### src/rtl/sumador_serial.sv
`default_nettype none
// ============================================================================
// Module   : sumador_serial
// Purpose  : Multi-cycle adder/subtractor, BITS_POR_CICLO bits per clock,
//            with a start/busy/done handshake.
// Revision : 1.0 - initial release
// ============================================================================
module sumador_serial #(
  parameter int ANCHO          = 8,
  parameter int BITS_POR_CICLO = 1
) (
  input  logic             clk,
  input  logic             rst,
  input  logic             inicio,
  input  logic             resta,
  input  logic [ANCHO-1:0] entrada1,
  input  logic [ANCHO-1:0] entrada2,
  input  logic             entAcarreo,
  output logic [ANCHO-1:0] suma,
  output logic             acarreo,
  output logic             desbordamiento,
  output logic             ocupado,
  output logic             listo
);

  localparam int B     = BITS_POR_CICLO;
  localparam int N     = ANCHO / BITS_POR_CICLO;
  localparam int CNT_W = (N > 1) ? $clog2(N) : 1;
  localparam logic [CNT_W-1:0] ULTIMO = CNT_W'(N - 1);

  if ((ANCHO < 2) || (B < 1) || ((ANCHO % B) != 0)) begin : g_param_error
    $error("sumador_serial: ANCHO must be >= 2 and a multiple of BITS_POR_CICLO");
  end

  typedef enum logic [0:0] {
    REPOSO  = 1'b0,
    SUMANDO = 1'b1
  } estado_t;

  estado_t          estado;
  estado_t          estado_sig;
  logic [ANCHO-1:0] op_a;
  logic [ANCHO-1:0] op_b;
  logic [ANCHO-1:0] res_sh;
  logic [ANCHO-1:0] res_sig;
  logic             carry;
  logic [CNT_W-1:0] cnt;
  logic [B:0]       tramo;
  logic             aceptar;
  logic             ultimo;

  // Operands shift right each cycle, so the active slice is always the low B bits.
  assign tramo = {1'b0, op_a[B-1:0]} + {1'b0, op_b[B-1:0]} + {{B{1'b0}}, carry};

  // Slice sums enter at the top of the result register and move down.
  if (N == 1) begin : g_res_single
    assign res_sig = tramo[B-1:0];
  end else begin : g_res_multi
    assign res_sig = {tramo[B-1:0], res_sh[ANCHO-1:B]};
  end

  assign ocupado = (estado == SUMANDO);

  always_ff @(posedge clk) begin
    if (rst) begin
      estado <= REPOSO;
    end else begin
      estado <= estado_sig;
    end
  end

  always_comb begin
    estado_sig = estado;
    aceptar    = 1'b0;
    ultimo     = 1'b0;
    case (estado)
      REPOSO: begin
        if (inicio) begin
          aceptar    = 1'b1;
          estado_sig = SUMANDO;
        end
      end
      SUMANDO: begin
        if (cnt == ULTIMO) begin
          ultimo     = 1'b1;
          estado_sig = REPOSO;
        end
      end
      default: estado_sig = REPOSO;
    endcase
  end

  always_ff @(posedge clk) begin
    if (rst) begin
      op_a           <= '0;
      op_b           <= '0;
      res_sh         <= '0;
      carry          <= 1'b0;
      cnt            <= '0;
      suma           <= '0;
      acarreo        <= 1'b0;
      desbordamiento <= 1'b0;
      listo          <= 1'b0;
    end else begin
      listo <= 1'b0;
      if (aceptar) begin
        // Subtraction is A + ~B + ~borrow_in, so acarreo=1 means no borrow.
        op_a  <= entrada1;
        op_b  <= resta ? ~entrada2 : entrada2;
        carry <= entAcarreo ^ resta;
        cnt   <= '0;
      end else if (estado == SUMANDO) begin
        op_a   <= op_a >> B;
        op_b   <= op_b >> B;
        carry  <= tramo[B];
        res_sh <= res_sig;
        cnt    <= cnt + 1'b1;
        if (ultimo) begin
          suma           <= res_sig;
          acarreo        <= tramo[B];
          desbordamiento <= (op_a[B-1] == op_b[B-1]) && (tramo[B-1] != op_a[B-1]);
          listo          <= 1'b1;
        end
      end
    end
  end

endmodule
`default_nettype wire

### config.mk
export PLATFORM = sky130hd
export DESIGN_NAME = sumador_serial
export DESIGN_NICKNAME = d
export VERILOG_FILES = /design/src/rtl/sumador_serial.sv
export SDC_FILE = /design/constraint.sdc
export NUM_CORES = 1
export LEC_CHECK = 0
export BUFFER_PORTS_ARGS = -buffer_cell sky130_fd_sc_hd__buf_4
export CAP_MARGIN = 40
export CORE_MARGIN = 2
export CORE_UTILIZATION = 55
export CTS_CLUSTER_SIZE = 24
export DETAILED_ROUTE_END_ITERATION = 7
export PLACE_DENSITY = 0.79
export RECOVER_POWER = 100
export SYNTH_ARGS = -nofsm -noshare
export SYNTH_HDL_FRONTEND = slang
export SYNTH_SLANG_ARGS = --single-unit
### constraint.sdc
create_clock -name clk -period 3.4 [get_ports clk]
set_input_delay 1.02 -clock clk [delete_from_list [all_inputs] [get_ports clk]]
set_output_delay 1.02 -clock clk [all_outputs]
set_load 0.02 [all_outputs]
== Word level (Yosys, flattened, before mapping) ==
Index checks and enable logic that the tools add are counted.
W data, S select, Z words.
Operators by class
  add/sub/neg operators: 3
  equal/unequal tests: 3
  reduce and logical (&&, ||, !) cells: 6
  bitwise gates (word level): 4
  mux-type cells: 14
Operators by type and width (count)
  $mux W8: 5
  $mux W1: 8
  $not A8 Y8: 1
  $add A3 B1 Y3 const B: 1
  $eq A3 B3 Y1 const B: 1
  $reduce_and A3 Y1: 1
  $reduce_or A3 Y1: 1
  $add A1 B1 Y2: 1
  $add A2 B1 Y2: 1
  $not A1 Y1: 2
  $pmux W1 S2: 1
  $reduce_and A2 Y1: 1
  $reduce_bool A2 Y1: 1
  $reduce_or A2 Y1: 1
  $eq A1 B1 Y1: 1
  $logic_and A1 B1 Y1: 1
  $ne A1 B1 Y1: 1
  $xor A1 B1 Y1: 1
Storage, ports and cells
  word-level logic and storage cells: 40
  output and inout port bits: 12
  register bits after elaboration: 40
  bits of input ports: 21

== Longest topological paths before layout ==
  depth after elaboration: 4
  depth in mapped cells: 6
  depth with buffers taken out: 5

== Worst setup path after synthesis ==
No wires, ideal clock.
  kind: input -> register
  start point: input port inicio
  end point: register op_a[0]
  data required time: 3.272 ns
  data arrival time: 1.692 ns
  buffers on the path: 1
  library setup time: 0.128 ns
  cell stages on the path: 4
  slack: 1.581 ns
  path through: buf_2 > mux2_2 > mux2i_1 > nor2_1
On the way
  longest elaborated chain between the ends: 3
  elaborated cells between the ends (all ways): 4
  classes of those cells: mux (3); reduce/logical (1)
RTL lines
  from (decl): RTL line 14  | input logic inicio,
  $mux W1 *: RTL line 78  | if (inicio) begin
  $mux W1 *: RTL line 76  | case (estado)
  $mux W8 or $reduce_bool A2 Y1 (tied branches)
  to (signal assigned): RTL line 108  | op_a <= entrada1;
  to (signal assigned): RTL line 113  | op_a <= op_a >> B;
  to (decl): RTL line 42  | logic [ANCHO-1:0] op_a;
Mark *: on every way between the ends. The rest lies on a longest branch, timed or not.
A chain may end at the register's enable or synchronous reset.

==> results.toml <==
[run_status]
status = "finished, violations left"
violations = "capacitance limit, slew limit"

[die]
io_pins = 33
die_h_um = 59.6
fp-row-count = 20
start_util_pct = 56.7
coreArea_sq_um = 3000
die-area_sq_um = 3550
die_w_um = 59.6

[yosys]
synth_adder_area_share_pct = 2.65
ys_seq_area_share_pct = 45.9
syn_nets = 206
synth_area_sq_um = 1700
synth-simple-area-share_pct = 15.5
avgSynthCellArea_sq_um = 9.35
yosysUniqueCellTypes = 24
yosysWarningCount = 0
syn_inst = 182
synth_top_family_by_area = "simple AND/OR/NAND/NOR gates"
synth_xor_area_share_pct = 4.63
synth_compound_area_share_pct = 12.4
synthMuxAreaShare_pct = 14.6
ys_seq_elements = 39

[flow_run]
max-cap-violations = 1

[pwr]
p_sw_mw = 0.226
leakage_nw = 0.778
power_mw = 0.989
swShare_pct = 22.9
intPower_mw = 0.763
seq_power_share_pct = 49.2
p_per_area_nw_per_um2 = 501
vdd.ir_drop.worst_mv = 0.377
power_frac_clock_pct = 39.3
combPwrFrac_pct = 11.6

[drt]
drtIter0Drc = 38
routed_wl_um = 2990
dr.pass1.iters = 4
routedWlPerCell_um = 12.3
vias = 1283
drc = 0
antenna_left = 0
vias_per_cell = 5.28

[global_routing]
overflow = 0
grt_max_degree = 41
antenna_found_initial = 0
grt_pass1_wl_um = 5090
grt_pass1_vias = 1244
grt_use_total_pct = 19.5

[worst_setup_path]
cp_slowest_cell = "clkbuf_1"
path_buf_inv = 1
path_cells = "clkbuf_1 > or2_0 > a211oi_1"
crit_family = "buffers and inverters"
crit_arrival_ns = 2.58
cp-start-kind = "input pin"
endpoint_kind = "flip-flop"
cp.required_ns = 3.64
max_stage_delay_ns = 1.24
worstPathMaxFanout = 38
crit_type = "input pin to flip-flop"

[cts]
cts_tree = "done"
postCtsSetupBuffers = 0
clkLatencyLatePin_ns = 0.36
numCtsBuffers = 5
holdBufCountCts = 0
clockBufferDepth = 2
cts_resized = 0
cts_max_level = 2
clkSlewWorstSetupHoldPaths_ns = 0.11
cts.sinks = 39
cts-root-buf = "clkbuf_4"

[layout]
fillers = 273
seq_area_sq_um = 781
drive_above_1_share_pct = 20.5
layout_common_cells = "39 x dfxtp_1, 31 x nor2_1, 26 x nand2_1"
multi_input_area_sq_um = 845
antenna_cells = 0
layout_commonest_cell = "dfxtp_1"
syn_to_final_growth_pct = 16.0
final_nets = 233

[placement]
gp_congestion = 0.750
post-place-ws_ns = 1.38
port_buffers = 32
dp_hpwl_um = 2010

[sta]
setup_ws_ns = 1.06
rsz0062_at_grt = "no"
worstMarginPinSlew_ns = 1.76
hold_viol_final = 0
skew_ns = 0.00643
finalCriticalPeriod_ns = 2.34
fin_setup_tns_ns = 0
slew_violations = 39
final-setup-viol-count = 0
period_share_pct = 68.9
relSlewSlack_pct = -17.0
whs_ns = 0.460
max_freq_mhz = 427

[hold_path]
hp-class = "flip-flop to flip-flop"
area by class of cell:
cell class,count,share of cell area (%)
timing repair buffer,33,10.1
inverter,1,0.190
clock inverter,3,3.42
sequential,39,39.5
clock buffer,5,1.90
multi-input combinational,129,42.8
tap,33,2.09
flip-flops by register name, summed over array words and instances (netlist names):
| register | cells |
|---|---|
| res_sh | 7 |
| suma | 8 |
| desbordamiento | 1 |
| op_b | 8 |
| acarreo | 1 |
| carry | 1 |
| listo | 1 |
| ocupado | 1 |
| op_a | 8 |
| cnt | 3 |
layer usage:
layer	vias to the layer above	routed length, um	global-route usage, %
met1	581	1290	19.8
met3	7	133	4.59
met5	-	0	0
li1	664	-	-
met4	0	73	9.52
met2	31	1490	36.9
metrics by stage:
stage               cell area (sq um)  util (%)  instances
floorplan                        1700         -        182
global placement                 1920      64.0        235
detailed placement               1920      64.0        235
CTS                              2030      67.5        243
global route                     1970      65.8        243
finish                           1970      65.8        243
power by group through the flow:
stage	logic [mW]	registers, mW	clock network [mW]
after global placement	0.112	0.496	0
after detailed placement	0.117	0.497	0
after CTS	0.117	0.486	0.395
after floorplan	0.0882	0.495	0
after global routing	0.127	0.489	0.411
final	0.114	0.487	0.389
worst paths after layout:
kind / depth (start not counted) / slack, ns / startpoint / end
setup reg to reg: 3 / 1.70 / op_a[0] / desbordamiento
setup / recovery: 3 / 1.06 / rst / op_b[7]
hold reg to reg: 2 / 0.46 / acarreo / acarreo
hold / removal: 2 / 0.46 / acarreo / acarreo
worst reg2reg max path, delay by kind of cell (launching register included):
family,cells,cell delay (ns)
AOI/OAI and AO/OA,1,0.28
adders and majority gates,1,0.59
DFF,1,0.37
and+or+nand+nor,1,0.35
Yosys cell counts:
cell type | instances | share of area, %
nand3b_1 | 1 | 0.44
buf_2 | 10 | 2.9
and2_1 | 1 | 0.37
xnor2_1 | 9 | 4.6
dfxtp_1 | 39 | 46
buf_1 | 1 | 0.22
mux2_2 | 7 | 4.6
nand2_2 | 1 | 0.37
or2_1 | 1 | 0.37
inv_1 | 1 | 0.22
a21oi_2 | 8 | 4.1
ha_1 | 2 | 1.5
mux2i_1 | 17 | 10
clkbuf_1 | 1 | 0.22
a21oi_1 | 11 | 3.2
buf_6 | 1 | 0.66
nand2_1 | 26 | 5.7
a211o_1 | 8 | 4.1
a311oi_1 | 1 | 0.51
nor3b_1 | 2 | 0.88
fa_1 | 1 | 1.2
a211oi_1 | 1 | 0.44
or3b_1 | 1 | 0.51
nor2_1 | 31 | 6.8
logic make-up after synthesis:
family                   after synthesis
AND/OR/NAND/NOR                       64
flip-flops                            39
AO/OA/AOI/OAI                         29
multiplexers                          24
buffers and inverters                 14
XOR/XNOR                               9
adder cells (fa/ha/maj)                3
Power figures use the tool's default switching activity.
